File: src/rtl/alu_share_arbiter.sv
// alu_share_arbiter: shares one combinational RV32I ALU between an execute-stage
// requester (port 0) and an auxiliary address/PC requester (port 1). One
// transaction is in flight at a time: IDLE (accept) -> EXEC (ALU driven) ->
// RESP (result held until the granted port consumes it).
module alu_share_arbiter #(
  parameter int TAG_W     = 4,
  parameter int PRIO_MODE = 0
) (
  input  logic             clk,
  input  logic             rst,
  input  logic             req0_valid,
  output logic             req0_ready,
  input  logic [6:0]       req0_opcode,
  input  logic [2:0]       req0_funct3,
  input  logic [6:0]       req0_funct7,
  input  logic [31:0]      req0_srca,
  input  logic [31:0]      req0_srcb,
  input  logic [TAG_W-1:0] req0_tag,
  input  logic             req1_valid,
  output logic             req1_ready,
  input  logic [6:0]       req1_opcode,
  input  logic [2:0]       req1_funct3,
  input  logic [6:0]       req1_funct7,
  input  logic [31:0]      req1_srca,
  input  logic [31:0]      req1_srcb,
  input  logic [TAG_W-1:0] req1_tag,
  output logic             resp0_valid,
  input  logic             resp0_ready,
  output logic             resp1_valid,
  input  logic             resp1_ready,
  output logic [31:0]      resp_result,
  output logic             resp_branch,
  output logic [TAG_W-1:0] resp_tag,
  output logic [6:0]       alu_opcode,
  output logic [2:0]       alu_funct3,
  output logic [6:0]       alu_funct7,
  output logic [31:0]      alu_srca,
  output logic [31:0]      alu_srcb,
  input  logic [31:0]      alu_result,
  input  logic             alu_branch,
  output logic             busy
);

  typedef enum logic [1:0] {IDLE, EXEC, RESP} state_t;

  state_t             state_q;
  logic               grant_q;       // port owning the in-flight transaction
  logic               last_grant_q;  // port granted at the most recent acceptance
  logic [TAG_W-1:0]   tag_q;
  logic               resp0_valid_q;
  logic               resp1_valid_q;
  logic [31:0]        resp_result_q;
  logic               resp_branch_q;
  logic [TAG_W-1:0]   resp_tag_q;
  logic [6:0]         alu_opcode_q;
  logic [2:0]         alu_funct3_q;
  logic [6:0]         alu_funct7_q;
  logic [31:0]        alu_srca_q;
  logic [31:0]        alu_srcb_q;
  logic               sel0_d;
  logic               sel1_d;
  logic               resp_take;

  // Grant decision for this cycle; only meaningful while IDLE.
  always_comb begin
    sel0_d = 1'b0;
    sel1_d = 1'b0;
    if (state_q == IDLE) begin
      if (req0_valid && req1_valid) begin
        if ((PRIO_MODE == 1) || last_grant_q) sel0_d = 1'b1;
        else                                  sel1_d = 1'b1;
      end else begin
        sel0_d = req0_valid;
        sel1_d = req1_valid;
      end
    end
  end

  assign req0_ready = sel0_d & ~rst;
  assign req1_ready = sel1_d & ~rst;
  assign resp_take  = grant_q ? resp1_ready : resp0_ready;

  // Transaction FSM with all outputs registered.
  always_ff @(posedge clk) begin
    if (rst) begin
      state_q       <= IDLE;
      grant_q       <= 1'b0;
      last_grant_q  <= 1'b1;
      tag_q         <= '0;
      resp0_valid_q <= 1'b0;
      resp1_valid_q <= 1'b0;
      resp_result_q <= '0;
      resp_branch_q <= 1'b0;
      resp_tag_q    <= '0;
      alu_opcode_q  <= '0;
      alu_funct3_q  <= '0;
      alu_funct7_q  <= '0;
      alu_srca_q    <= '0;
      alu_srcb_q    <= '0;
    end else begin
      case (state_q)
        IDLE: begin
          if (sel0_d || sel1_d) begin
            alu_opcode_q <= sel1_d ? req1_opcode : req0_opcode;
            alu_funct3_q <= sel1_d ? req1_funct3 : req0_funct3;
            alu_funct7_q <= sel1_d ? req1_funct7 : req0_funct7;
            alu_srca_q   <= sel1_d ? req1_srca   : req0_srca;
            alu_srcb_q   <= sel1_d ? req1_srcb   : req0_srcb;
            tag_q        <= sel1_d ? req1_tag    : req0_tag;
            grant_q      <= sel1_d;
            last_grant_q <= sel1_d;
            state_q      <= EXEC;
          end
        end
        EXEC: begin
          resp_result_q <= alu_result;
          resp_branch_q <= alu_branch;
          resp_tag_q    <= tag_q;
          resp0_valid_q <= ~grant_q;
          resp1_valid_q <= grant_q;
          state_q       <= RESP;
        end
        RESP: begin
          if (resp_take) begin
            resp0_valid_q <= 1'b0;
            resp1_valid_q <= 1'b0;
            state_q       <= IDLE;
          end
        end
        default: state_q <= IDLE;
      endcase
    end
  end

  assign resp0_valid = resp0_valid_q;
  assign resp1_valid = resp1_valid_q;
  assign resp_result = resp_result_q;
  assign resp_branch = resp_branch_q;
  assign resp_tag    = resp_tag_q;
  assign alu_opcode  = alu_opcode_q;
  assign alu_funct3  = alu_funct3_q;
  assign alu_funct7  = alu_funct7_q;
  assign alu_srca    = alu_srca_q;
  assign alu_srcb    = alu_srcb_q;
  assign busy        = (state_q != IDLE);

endmodule

File: config.mk
export PLATFORM = sky130hd
export DESIGN_NAME = alu_share_arbiter
export DESIGN_NICKNAME = d
export VERILOG_FILES = /design/src/rtl/alu_share_arbiter.sv
export SDC_FILE = /design/constraint.sdc
export NUM_CORES = 1
export LEC_CHECK = 0
export ABC_AREA = 0
export ABC_CLOCK_PERIOD_IN_PS = 2330
export CAP_MARGIN = 20
export CORE_AREA = 2 2 128 130
export DETAILED_ROUTE_END_ITERATION = 6
export DIE_AREA = 0 0 130 132
export DONT_BUFFER_PORTS = 1
export PLACE_DENSITY = 0.58
export SYNTH_ARGS = -nofsm -noshare
export SYNTH_HDL_FRONTEND = slang
export SYNTH_SLANG_ARGS = --single-unit
File: constraint.sdc
create_clock -name clk -period 2.33 [get_ports clk]
set_input_delay 0.466 -clock clk [delete_from_list [all_inputs] [get_ports clk]]
set_output_delay 0.466 -clock clk [all_outputs]
set_load 0.1 [all_outputs]
==> flow_summary_export.csv <==
group,metric,value,unit
pwr,seq_power_share,0.311,
timing,period_share,0.880,
detailed_routing,drc,0,
logic_synthesis,synth_cells,706,
timing,slew_headroom,0.611,
pwr,irDropWorstVdd,0.454,mV
grt,overflow,0,
clocking,cts_tree,"yes",
timing,grt_setup_unrepaired,"false",
clocking,clockBufferDepth,2,
timing,fin_worst_skew,5.24,ps
final_layout,synthToLayoutAreaGrowth,24.6,%
setup_path,cp_data_arrival_time,1580,ps
logic_synthesis,post-synth-top-count-cell,"dfxtp_1",
logic_synthesis,syn_area,5880,um2
setup_path,required,1860,ps
grt,antenna_found_initial,0,
setup_path,worstPathCellList,"nor2_4 -> nand2_1 -> nor3_4 -> buf_12",
setup_path,startpoint,"state_q[1]",
detailed_routing,drt-total-wl,19.2,mm
min_path,hp-class,"input port to flip-flop",
grt,grt_pass1_wl,29.5,mm
final_layout,antenna_cells,0,
floorplan,fp.dieArea,17200,um2
clocking,post_cts_buffers,0,
setup_path,path_buf_inv,1,
logic_synthesis,synthMuxAreaShare,0.00170,
clocking,numCtsBuffers,17,
logic_synthesis,synth-simple-area-share,0.154,
timing,finalHoldViolCount,0,
pwr,leakage,2.64,nW
setup_path,start_kind,"flip-flop",
floorplan,num_rows,46,
min_path,holdCritStartpoint,"rst",
setup_path,worst_setup_path_end_kind,"output port",
pwr,powerDensity,1110,nW/um2
clocking,clk_pin_slew,50,ps
min_path,hold-path-cell-count,1,
logic_synthesis,ys_types,28,
pwr,power_switching,3.47,mW
clocking,htreeDepth,4,
clocking,cts-root-buf,"clkbuf_16",
setup_path,cp_slowest_cell,"dfxtp_1",
timing,layout_min_cycle_time,2050,ps
logic_synthesis,yosys_warnings,0,
floorplan,start_util,0.374,
detailed_routing,first_iter_violations,475,
pwr,p_comb_frac,0.369,
logic_synthesis,synth_ff_type,"dfxtp_1",
setup_path,rrSetupSlack,610,ps
setup_path,r2r-start,"state_q[1]",
placement,dp_hpwl,12.7,mm
logic_synthesis,synth_top_area_share,0.436,
logic_synthesis,async_reset_ff_frac,0,
logic_synthesis,synthTopCellsByArea,"dfxtp_1 44%, a311oi_1 13%, a21oi_1 9.9%, nand4_1 9.0%, o21ai_0 7.3%",
logic_synthesis,synth_top_family_by_area,"compound AO/OA/AOI/OAI gates",
placement,post-place-ws,627,ps
setup_path,ff2ff_path_depth,5,
detailed_routing,avgViaCountPerCell,6.05,
detailed_routing,routedWlPerCell,19.3,um
placement,portBuffers,0,
logic_synthesis,ys_top_cells_by_count,"128 x dfxtp_1, 116 x a21oi_1, 86 x o21ai_0",
min_path,worst_hold_path.endpoint,"resp_result[26]",
setup_path,cp_max_fo,6,
setup_path,crit_type,"flip-flop to output port",
setup_path,path_delay_family,"simple AND/OR/NAND/NOR gates",
logic_synthesis,syn-num-nets,915,
setup_path,timing.rr.end,"alu_srca[7]",
floorplan,die_h,132,um
logic_synthesis,ys_ff_latch,128,
clocking,insertion_delay,400,ps
timing,tns,0,ps
grt,grt_pass1_vias,5644,
job,maxCapViolations,0,
pwr,clkPwrFrac,0.320,
grt,grt_max_degree,130,
logic_synthesis,postSynthAreaPerCell,8.33,um2
detailed_routing,drt_first_pass_iters,5,
logic_synthesis,yosysSeqAreaShare,0.436,
timing,worst_slack,280,ps
setup_path,slowest_delay,380,ps
floorplan,core,15700,um2
logic_synthesis,synth_adder_area_share,0,
logic_synthesis,synth_compound_area_frac,0.316,
final_layout,nets,974,
clocking,cts-resized-gates,0,
clocking,cts.sinks,128,
floorplan,chipWidth,130,um
floorplan,ios,332,
timing,max_slew.worst_pin.slew,583,ps
timing,fmaxAchievable,488,MHz
clocking,cts_hold_buf,0,
grt,grt_usage,0.213,
final_layout,layout-drive-gt1-share,0.239,
placement,finalWeightedCongestion,0.818,
detailed_routing,antenna_left,0,
detailed_routing,num_vias,6016,
timing,drv_slew,0,
logic_synthesis,synthXorXnorAreaFrac,0,
pwr,p_int,4.63,mW
pwr,swShare,0.429,
logic_synthesis,synth_edf_count,0,
status,status,"finished, final reports clean",
timing,setup_viol_count_final,0,
logic_synthesis,netlist.top_cell.by_area,"dfxtp_1",
pwr,fin_total_pwr,8.11,mW
==> cells in the final DEF, fill, tap and decap left out, types with 2 or more instances in the layout <==
master	netlist	layout
clkinv_4	0	2
nand4_1	85	85
nand2_1	78	77
a311oi_1	85	85
a21oi_2	9	9
nand2b_1	2	2
nor2_4	0	2
o21ai_0	86	86
nor2_1	7	4
a21oi_1	116	116
dfxtp_1	128	128
clkinv_2	0	3
bufinv_16	0	2
buf_4	11	132
clkbuf_16	0	17
buf_12	0	5
clkinvlp_4	0	5
==> cell type report <==
class | instances | area (um2)
inverters | 2 | 7.51
multi-input cells | 479 | 2810
repair buffers | 137 | 1090
fillers | 1524 | 8390
clock inverters | 13 | 139
flip-flops and latches | 128 | 2560
clock buffers | 19 | 443
well taps | 216 | 270
==> worst max path at each step <==
stage	endpoint	slack, ps	depth (start not counted)
after floorplan	req0_ready	-350	6
after global placement	alu_opcode[4]	690	4
after detailed placement	alu_srcb[24]	630	4
after CTS	req0_ready	250	4
after global routing	req0_ready	190	4
final	req0_ready	280	4
==> registers in the layout, summed over array words and instances, names as in the netlist, 2 cells and up <==
signal	cells
alu_funct3	3
resp_tag	4
resp_result	32
tag_q	4
alu_srcb	32
alu_srca	32
alu_opcode	7
state_q	2
alu_funct7	7
==> stage by stage <==
step,cell area (um2),hold WS (ps),instances,util
final,7330,134,994,0.466
after global routing,7330,108,994,0.466
after floorplan,5890,432,706,-
after detailed placement,6740,441,962,0.429
after global placement,6740,437,962,0.429
after CTS,7330,114,994,0.466
==> worst reg2reg max path: cells and delay by family, from the launching register on <==
family | cells | cell delay [ps]
AND/OR/NAND/NOR | 2 | 360
buffers and inverters | 2 | 610
flip-flops | 1 | 380
AO/OA/AOI/OAI | 1 | 210
==> layer usage <==
layer	vias up	global-route usage	share of wire
met2	322	0.349	0.50
li1	2826	-	-
met5	-	0	0
met3	36	0.0637	0.085
met4	0	0.0789	0.025
met1	2832	0.261	0.39
==> power groups by stage <==
stage	clock, mW	sequential, mW	combinational [mW]
after global routing	2.76	2.55	3.12
final	2.59	2.52	2.99
after CTS	2.66	2.52	2.99
after global placement	0	2.56	2.95
after floorplan	0	4.21	0.863
after detailed placement	0	2.57	2.99
==> kinds of logic (layout without fill, tap and decap cells) <==
logic type	Yosys count	count (layout)
AO/OA/AOI/OAI	299	299
AND/OR/NAND/NOR	179	179
flip-flops	128	128
buffers and inverters	99	171
multiplexers	1	1
Note: power is estimated with default switching activity, not from simulation.
